$ cat config.mk
export PLATFORM = sky130hd
export DESIGN_NAME = unified_mem_arbiter_flat
export DESIGN_NICKNAME = d
export VERILOG_FILES = /design/src/rtl/unified_mem_arbiter_if.sv /design/src/rtl/unified_mem_arbiter.sv /design/src/flat_wrapper.sv
export SDC_FILE = /design/constraint.sdc
export NUM_CORES = 1
export LEC_CHECK = 0
export CORE_AREA = 3 3 101 152
export CTS_BUF_LIST = sky130_fd_sc_hd__clkbuf_8
export CTS_CLUSTER_SIZE = 28
export DETAILED_ROUTE_END_ITERATION = 16
export DIE_AREA = 0 0 104 155
export PLACE_DENSITY = 0.88
export SLEW_MARGIN = 20
export SYNTH_ARGS = -nofsm -noshare
export SYNTH_HDL_FRONTEND = slang
export SYNTH_SLANG_ARGS = --single-unit
$ cat constraint.sdc
create_clock -name clk -period 2.3 [get_ports clk]
set_input_delay 0.345 -clock clk [delete_from_list [all_inputs] [get_ports clk]]
set_output_delay 0.345 -clock clk [all_outputs]
set_load 0.03 [all_outputs]
$ cat src/rtl/unified_mem_arbiter_if.sv
// Bundle between the IF/MEM stages, the arbiter and the unified memory.
// slave: arbiter view; master: pipeline + memory model view.
interface unified_mem_arbiter_if #(
   parameter int ADDR_W = 32,
   parameter int DATA_W = 32
);
   logic              ifReq;
   logic [ADDR_W-1:0] ifAddr;
   logic              dmRead;
   logic              dmWrite;
   logic [ADDR_W-1:0] dmAddr;
   logic [DATA_W-1:0] dmWdata;
   logic [DATA_W-1:0] memRdata;
   logic [ADDR_W-1:0] memAddr;
   logic [DATA_W-1:0] memWdata;
   logic              memRead;
   logic              memWrite;
   logic [DATA_W-1:0] ifRdata;
   logic              ifValid;
   logic [DATA_W-1:0] dmRdata;
   logic              dmDone;
   logic              stallFetch;
   logic              stallPipe;

   modport slave (
      input  ifReq, ifAddr, dmRead, dmWrite, dmAddr, dmWdata,
      input  memRdata,
      output memAddr, memWdata, memRead, memWrite,
      output ifRdata, ifValid, dmRdata, dmDone,
      output stallFetch, stallPipe
   );

   modport master (
      output ifReq, ifAddr, dmRead, dmWrite, dmAddr, dmWdata,
      output memRdata,
      input  memAddr, memWdata, memRead, memWrite,
      input  ifRdata, ifValid, dmRdata, dmDone,
      input  stallFetch, stallPipe
   );
endinterface

$ cat src/rtl/unified_mem_arbiter.sv
// Round-robin arbiter sharing one unified memory between fetch and MEM.
// Ports: clk, rst (sync, active high), bus (slave modport, all data/strobes).
module unified_mem_arbiter #(
   parameter int ADDR_W  = 32,
   parameter int DATA_W  = 32,
   parameter int LATENCY = 2
) (
   input  logic clk,
   input  logic rst,
   unified_mem_arbiter_if.slave bus
);

   typedef enum logic [1:0] {IDLE, ACC, RSP} state_t;

   localparam logic [3:0] CNT_LAST = 4'(LATENCY - 1);

   state_t            state;
   logic [3:0]        cnt;
   logic              lastDm;
   logic              grantDm;
   logic              dmReq;
   logic              pickDm;
   logic              pickWr;
   logic [ADDR_W-1:0] addrNext;
   logic [DATA_W-1:0] wdNext;

   assign dmReq = bus.dmRead | bus.dmWrite;

   // DM wins when alone, or on a tie when IF was served last.
   assign pickDm = dmReq & (~bus.ifReq | ~lastDm);

   // Read+write together is a store.
   assign pickWr = pickDm & bus.dmWrite;

   always_comb begin
      addrNext = bus.ifAddr;
      wdNext   = '0;
      if (pickDm) addrNext = bus.dmAddr;
      if (pickWr) wdNext = bus.dmWdata;
   end

   always_ff @(posedge clk) begin
      if (rst) begin
         state        <= IDLE;
         cnt          <= '0;
         lastDm       <= 1'b0;
         grantDm      <= 1'b0;
         bus.memAddr  <= '0;
         bus.memWdata <= '0;
         bus.memRead  <= 1'b0;
         bus.memWrite <= 1'b0;
         bus.ifRdata  <= '0;
         bus.ifValid  <= 1'b0;
         bus.dmRdata  <= '0;
         bus.dmDone   <= 1'b0;
      end else begin
         unique case (state)
            IDLE: begin
               if (dmReq | bus.ifReq) begin
                  grantDm      <= pickDm;
                  lastDm       <= pickDm;
                  bus.memAddr  <= addrNext;
                  bus.memWdata <= wdNext;
                  bus.memRead  <= ~pickWr;
                  bus.memWrite <= pickWr;
                  cnt          <= '0;
                  state        <= ACC;
               end
            end
            ACC: begin
               if (cnt == CNT_LAST) begin
                  if (!grantDm)
                     bus.ifRdata <= bus.memRdata;
                  else if (bus.memRead)
                     bus.dmRdata <= bus.memRdata;
                  bus.memAddr  <= '0;
                  bus.memWdata <= '0;
                  bus.memRead  <= 1'b0;
                  bus.memWrite <= 1'b0;
                  bus.ifValid  <= ~grantDm;
                  bus.dmDone   <= grantDm;
                  state        <= RSP;
               end else begin
                  cnt <= cnt + 4'd1;
               end
            end
            RSP: begin
               bus.ifValid <= 1'b0;
               bus.dmDone  <= 1'b0;
               cnt         <= '0;
               state       <= IDLE;
            end
            default: state <= IDLE;
         endcase
      end
   end

   // Stalls are masked while reset is held so every output reads 0.
   assign bus.stallPipe  = ~rst & dmReq & ~bus.dmDone;
   assign bus.stallFetch = ~rst & ((bus.ifReq & ~bus.ifValid)
                                   | (dmReq & ~bus.dmDone));

endmodule
$ cat src/flat_wrapper.sv
// flat-port wrapper written by rule: the top's interface ports become plain ports
module unified_mem_arbiter_flat 
#(
   parameter int ADDR_W  = 32,
   parameter int DATA_W  = 32,
   parameter int LATENCY = 2
)
  (clk, rst, bus_ifReq, bus_ifAddr, bus_dmRead, bus_dmWrite, bus_dmAddr, bus_dmWdata, bus_memRdata, bus_memAddr, bus_memWdata, bus_memRead, bus_memWrite, bus_ifRdata, bus_ifValid, bus_dmRdata, bus_dmDone, bus_stallFetch, bus_stallPipe);
  unified_mem_arbiter_if #(.ADDR_W(ADDR_W), .DATA_W(DATA_W)) bus_i ();
  input  logic clk;
  input  logic rst;
  input wire logic [$bits(bus_i.ifReq)-1:0] bus_ifReq;
  input wire logic [$bits(bus_i.ifAddr)-1:0] bus_ifAddr;
  input wire logic [$bits(bus_i.dmRead)-1:0] bus_dmRead;
  input wire logic [$bits(bus_i.dmWrite)-1:0] bus_dmWrite;
  input wire logic [$bits(bus_i.dmAddr)-1:0] bus_dmAddr;
  input wire logic [$bits(bus_i.dmWdata)-1:0] bus_dmWdata;
  input wire logic [$bits(bus_i.memRdata)-1:0] bus_memRdata;
  output wire logic [$bits(bus_i.memAddr)-1:0] bus_memAddr;
  output wire logic [$bits(bus_i.memWdata)-1:0] bus_memWdata;
  output wire logic [$bits(bus_i.memRead)-1:0] bus_memRead;
  output wire logic [$bits(bus_i.memWrite)-1:0] bus_memWrite;
  output wire logic [$bits(bus_i.ifRdata)-1:0] bus_ifRdata;
  output wire logic [$bits(bus_i.ifValid)-1:0] bus_ifValid;
  output wire logic [$bits(bus_i.dmRdata)-1:0] bus_dmRdata;
  output wire logic [$bits(bus_i.dmDone)-1:0] bus_dmDone;
  output wire logic [$bits(bus_i.stallFetch)-1:0] bus_stallFetch;
  output wire logic [$bits(bus_i.stallPipe)-1:0] bus_stallPipe;
  assign bus_i.ifReq = bus_ifReq;
  assign bus_i.ifAddr = bus_ifAddr;
  assign bus_i.dmRead = bus_dmRead;
  assign bus_i.dmWrite = bus_dmWrite;
  assign bus_i.dmAddr = bus_dmAddr;
  assign bus_i.dmWdata = bus_dmWdata;
  assign bus_i.memRdata = bus_memRdata;
  assign bus_memAddr = bus_i.memAddr;
  assign bus_memWdata = bus_i.memWdata;
  assign bus_memRead = bus_i.memRead;
  assign bus_memWrite = bus_i.memWrite;
  assign bus_ifRdata = bus_i.ifRdata;
  assign bus_ifValid = bus_i.ifValid;
  assign bus_dmRdata = bus_i.dmRdata;
  assign bus_dmDone = bus_i.dmDone;
  assign bus_stallFetch = bus_i.stallFetch;
  assign bus_stallPipe = bus_i.stallPipe;
  unified_mem_arbiter #(.ADDR_W(ADDR_W), .DATA_W(DATA_W), .LATENCY(LATENCY)) u_core (.clk(clk), .rst(rst), .bus(bus_i));
endmodule
Yosys cells after proc, flatten, opt, wreduce, memory -nomap -nowiden
Index checks and enable logic that the tools add are counted.

word-level totals
  output and inout port bits = 134
  bits in read-only memories = 0
  logic and storage cells = 68
  bits in latches = 0
  bits in writable memories = 0
  input port bits = 133
  register bits after elaboration = 139
  memories kept = 0

cells by class
  shift operators = 0
  add/sub/neg operators = 1
  reduce and logical (&&, ||, !) cells = 11
  multipliers = 0
  bitwise logic cells = 17
  divide/modulo/power cells = 0
  muxes and demuxes = 22
  eq/ne operators = 6
  order comparisons = 0

operator list
  kind                 count
  $mux 32              5
  $pmux 32 s2          2
  $pmux 4 s3           1
  $reduce_and 3->1     3
  $mux 4               2
  $pmux 1 s2           4
  $and 1x1->1          7
  $not 1->1            6
  $reduce_and 2->1     3
  $mux 1               5
  $add 4x1->4 const B  1
  $eq 4x1->1 const B   1
  $mux 2               2
  $ne 2x1->1 const B   2
  $or 1x1->1           4
  $pmux 2 s2           1
  $reduce_and 4->1     1
  $reduce_bool 2->1    2
  $reduce_bool 3->1    1
  $eq 2x1->1 const B   1
  $eq 2x2->1 const B   1
  $logic_not 2->1      1
  $ne 2x2->1 const B   1

Longest topological paths before layout
  depth after elaboration = 7
  depth in mapped cells = 7
  gate-level depth less buffers = 5

Worst setup path after synthesis
No wires, ideal clock.

  path kind = input to output
  start = input rst
  end = output bus_stallFetch
  cell stages on the path = 4
  arrival time = 1.791 ns
  buffers on the path = 2
  data required time = 1.955 ns
  path slack = 0.164 ns
  path through = clkbuf_1 > clkbuf_1 > nor3_1 > or2_2

between the ends
  longest elaborated chain between the ends = 2

RTL lines
  item             RTL line                    RTL
  start, declared  flat_wrapper.sv:11          input logic rst;
  $not 1->1        unified_mem_arbiter.sv:100  assign bus.stallFetch = ~rst & ((bus.ifReq & ~bus.ifValid)
  $and 1x1->1      unified_mem_arbiter.sv:100
  end, declared    flat_wrapper.sv:27          output wire logic [$bits(bus_i.stallFetch)-1:0] bus_stallFetch;

No other way between the ends.

Final worst setup path
  start = register u_core.bus.ifValid
  end = output bus_ifValid

RTL lines
  item                    RTL line                      RTL
  start, declared         unified_mem_arbiter_if.sv:29  output ifRdata, ifValid, dmRdata, dmDone,
  start signal, assigned  unified_mem_arbiter.sv:80     bus.ifValid <= ~grantDm;
  end, declared           flat_wrapper.sv:24            output wire logic [$bits(bus_i.ifValid)-1:0] bus_ifValid;

No word-level cell between the ends.

==> flow_metrics.tcl <==
set metrics [dict create \
    netlist_area_um2 6032 \
    wl_met1_um 7093 \
    wl_per_cell_um 16.94 \
    async_reset_ff_share_pct 0 \
    core.rowCount 53 \
    ioPinCount 267 \
    swShare_pct 30.30 \
    setup_tns_ns 0 \
    final_util_pct 65.91 \
    track_usage_pct 22.27 \
    fin_crit_ns 1.903 \
    hp-class "register to register" \
    period_share_pct 82.73 \
    critPathMaxStageDelay_ns 0.73 \
    p_comb_share_pct 23.1 \
    synth-seq-cells 139 \
    syn_inst 643 \
    timing.fmax_mhz 525.6 \
    layout.cells.non_filler 1086 \
    p_switching_mw 1.856 \
    cts_buffer_depth 2 \
    cap_violations 0 \
    whs_ns 0.4747 \
    r2r_slack_ns 0.43 \
    status "complete, no violations" \
    grt_max_degree 94 \
    ys.flop_type "dfxtp_1" \
    max-slew-margin-rel_pct 50.92 \
    avgSynthCellArea_um2 9.381 \
    route.met2.wl_um 9549 \
    worst_pin_slew_ns 0.7362 \
    cts_buffers 17 \
    clk_pin_slew_ns 0.08 \
    cts-root-buf "clkbuf_8" \
    p_per_area_nw_per_um2 661.3 \
    p_leak_nw 3.181 \
    grt_pass1_vias 5547 \
    start_kind "register" \
    n_antenna_cell 0 \
    ir_drop_mv 0.3466 \
    area_delta_synth_final_pct 53.62 \
    grt_pass1_wl_um 29280 \
    fillers 1105 \
    worst-path-buf-inv 1 \
    htreeDepth 4 \
    cp_top_family "buffers and inverters" \
    intPower_mw 4.271 \
    final_antenna_net_count 0 \
    finalSetupViolations 0 \
    register_area_um2 2783 \
    port_buffers 266 \
    path_class "register to primary output" \
    dpl.cell_count 1054 \
    avgViaCountPerCell 5.135 \
    synth_warnings 0 \
    overflow 0 \
    crit_fanout 3 \
    crit_path_end_kind "primary output" \
    fin_ws_ns 0.3973 \
    cts_resized 0 \
    finClkSkew_ns 0.01306 \
    place_ws_ns 0.1974 \
    ctsHoldBuffers 0 \
    start_util_pct 42.91 \
    drt_drc_violations_left 0 \
    pwr-share-clk_pct 34.5 \
    via_count 5577 \
    drt_iter0_markers 222 \
    core_um2 14060 \
    synthDistinctLibCells 38 \
    die-area_um2 16120 \
    cts_setup_buffers 0 \
    cts.sinks 139 \
    synth_fp_nets 778 \
    die_w_um 104 \
    synth_seq_area_share_pct 46.13 \
    final_hold_viol_count 0 \
    firstDrtPassIters 5 \
    slowest_stage "clkdlybuf4s50_1" \
    routed_wl_um 18400 \
    cts_tree "done" \
    multiInputGateArea_um2 2750 \
    path_cells "clkdlybuf4s50_1" \
    met3_length_um 1207 \
    topRoutingLayerUsed "met4" \
    synth-edff-count 0 \
    worstPathArrival_ns 1.56 \
    seq_power_share_pct 42.5 \
    cp.required_ns 1.96 \
    nNetsFinal 1016 \
    rsz0062_at_grt "no" \
    antenna_found_initial 0 \
    finalMaxSlewViolations 0 \
    drive_gt1_share_pct 7.047 \
    dp_hpwl_um 13050 \
    clock_latency_ns 0.43 \
    chipHeight_um 155 \
    gp_congestion 0.8006 \
]
==> through the flow <==
step | cell area, um2 | power [mW]
5_1_grt | 9266 | 6.389
3_5_place_dp | 8846 | 4.070
3_3_place_gp | 8846 | 4.048
6_report | 9266 | 6.128
2_1_floorplan | 6032 | 3.415
4_1_cts | 9266 | 6.196
==> cells by family (layout without fill, tap and decap cells) <==
logic type	count (synthesis)	in the layout	share of synthesized area [%]
flip-flops	139	139	46.13
multiplexers	65	65	10.79
AND/OR/NAND/NOR	161	161	16.84
adder cells (fa/ha/maj)	2	2	0.4148
buffers and inverters	129	380	9.044
AO/OA/AOI/OAI	147	147	16.78
==> flip-flops by register name (all words and copies together), names as in the netlist <==
register             cells
u_core.bus.memWrite      1
u_core.lastDm            1
u_core.bus.dmDone        1
u_core.state             2
u_core.bus.memAddr      32
u_core.bus.ifValid       1
u_core.bus.ifRdata      32
u_core.bus.dmRdata      32
u_core.bus.memRead       1
u_core.cnt               4
u_core.bus.memWdata     32
==> synthesized netlist by cell type, types with 4 or more instances <==
| cell | count | area share (%) |
|---|---|---|
| a21oi_1 | 37 | 3.1 |
| buf_2 | 16 | 1.3 |
| clkbuf_1 | 42 | 2.6 |
| dfxtp_1 | 139 | 46 |
| inv_1 | 66 | 4.1 |
| mux2i_1 | 65 | 11 |
| nand2b_1 | 69 | 7.2 |
| nand3_1 | 33 | 2.7 |
| nand3b_1 | 32 | 4.0 |
| nor3b_1 | 4 | 0.50 |
| o21ai_0 | 34 | 2.8 |
| o32ai_1 | 65 | 9.4 |
==> power by group through the flow <==
| stage | registers, mW | clock network [mW] | logic [mW] |
|---|---|---|---|
| final | 2.60 | 2.11 | 1.41 |
| after global routing | 2.62 | 2.26 | 1.51 |
| after CTS | 2.60 | 2.17 | 1.42 |
| after detailed placement | 2.66 | 0 | 1.41 |
| after global placement | 2.65 | 0 | 1.40 |
| after floorplan | 2.89 | 0 | 0.529 |
==> area by class of cell <==
cell class	count	share of cell area, %
well taps	192	2.592
clock inverters	15	2.012
clock buffers	17	2.525
inverters	66	2.674
multi-input cells	375	29.68
repair buffers	282	30.49
flip-flops and latches	139	30.03
==> layer usage <==
layer | up-vias | global-route usage (%)
met2 | 215 | 39.19
met1 | 2581 | 25.27
li1 | 2743 | -
met3 | 38 | 6.061
met4 | 0 | 9.696
met5 | - | 0
==> final timing paths <==
path	cells past startpoint	startpoint	to
min reg2reg	2	u_core.bus.ifRdata[3]	u_core.bus.ifRdata[3]
max reg2reg	5	u_core.cnt[0]	u_core.bus.dmRdata[10]
max	1	u_core.bus.ifValid	bus_ifValid
min	2	u_core.bus.ifRdata[3]	u_core.bus.ifRdata[3]
==> cell usage in the layout, fill, tap and decap left out, drive strengths merged <==
cell	n
ha	2
or4	1
nand3b	32
o211ai	1
or3b	2
clkdlybuf4s50	263
mux2i	65
o21ai	34
nand2	3
a21o	1
nand4b	1
clkinv	4
clkbuf	17
buf	19
nor3b	4
dfxtp	139
a22oi	1
or2	3
a31o	2
o31ai	1
inv	73
nor2b	2
o21a	1
o22ai	1
nand2b	69
a21oi	37
nor3	4
a32o	1
or3	2
bufinv	3
nand3	33
o32ai	65
clkinvlp	1
o2bb2ai	1
nor4	3
a21boi	1
nor2	2
Power figures use the tool's default switching activity.
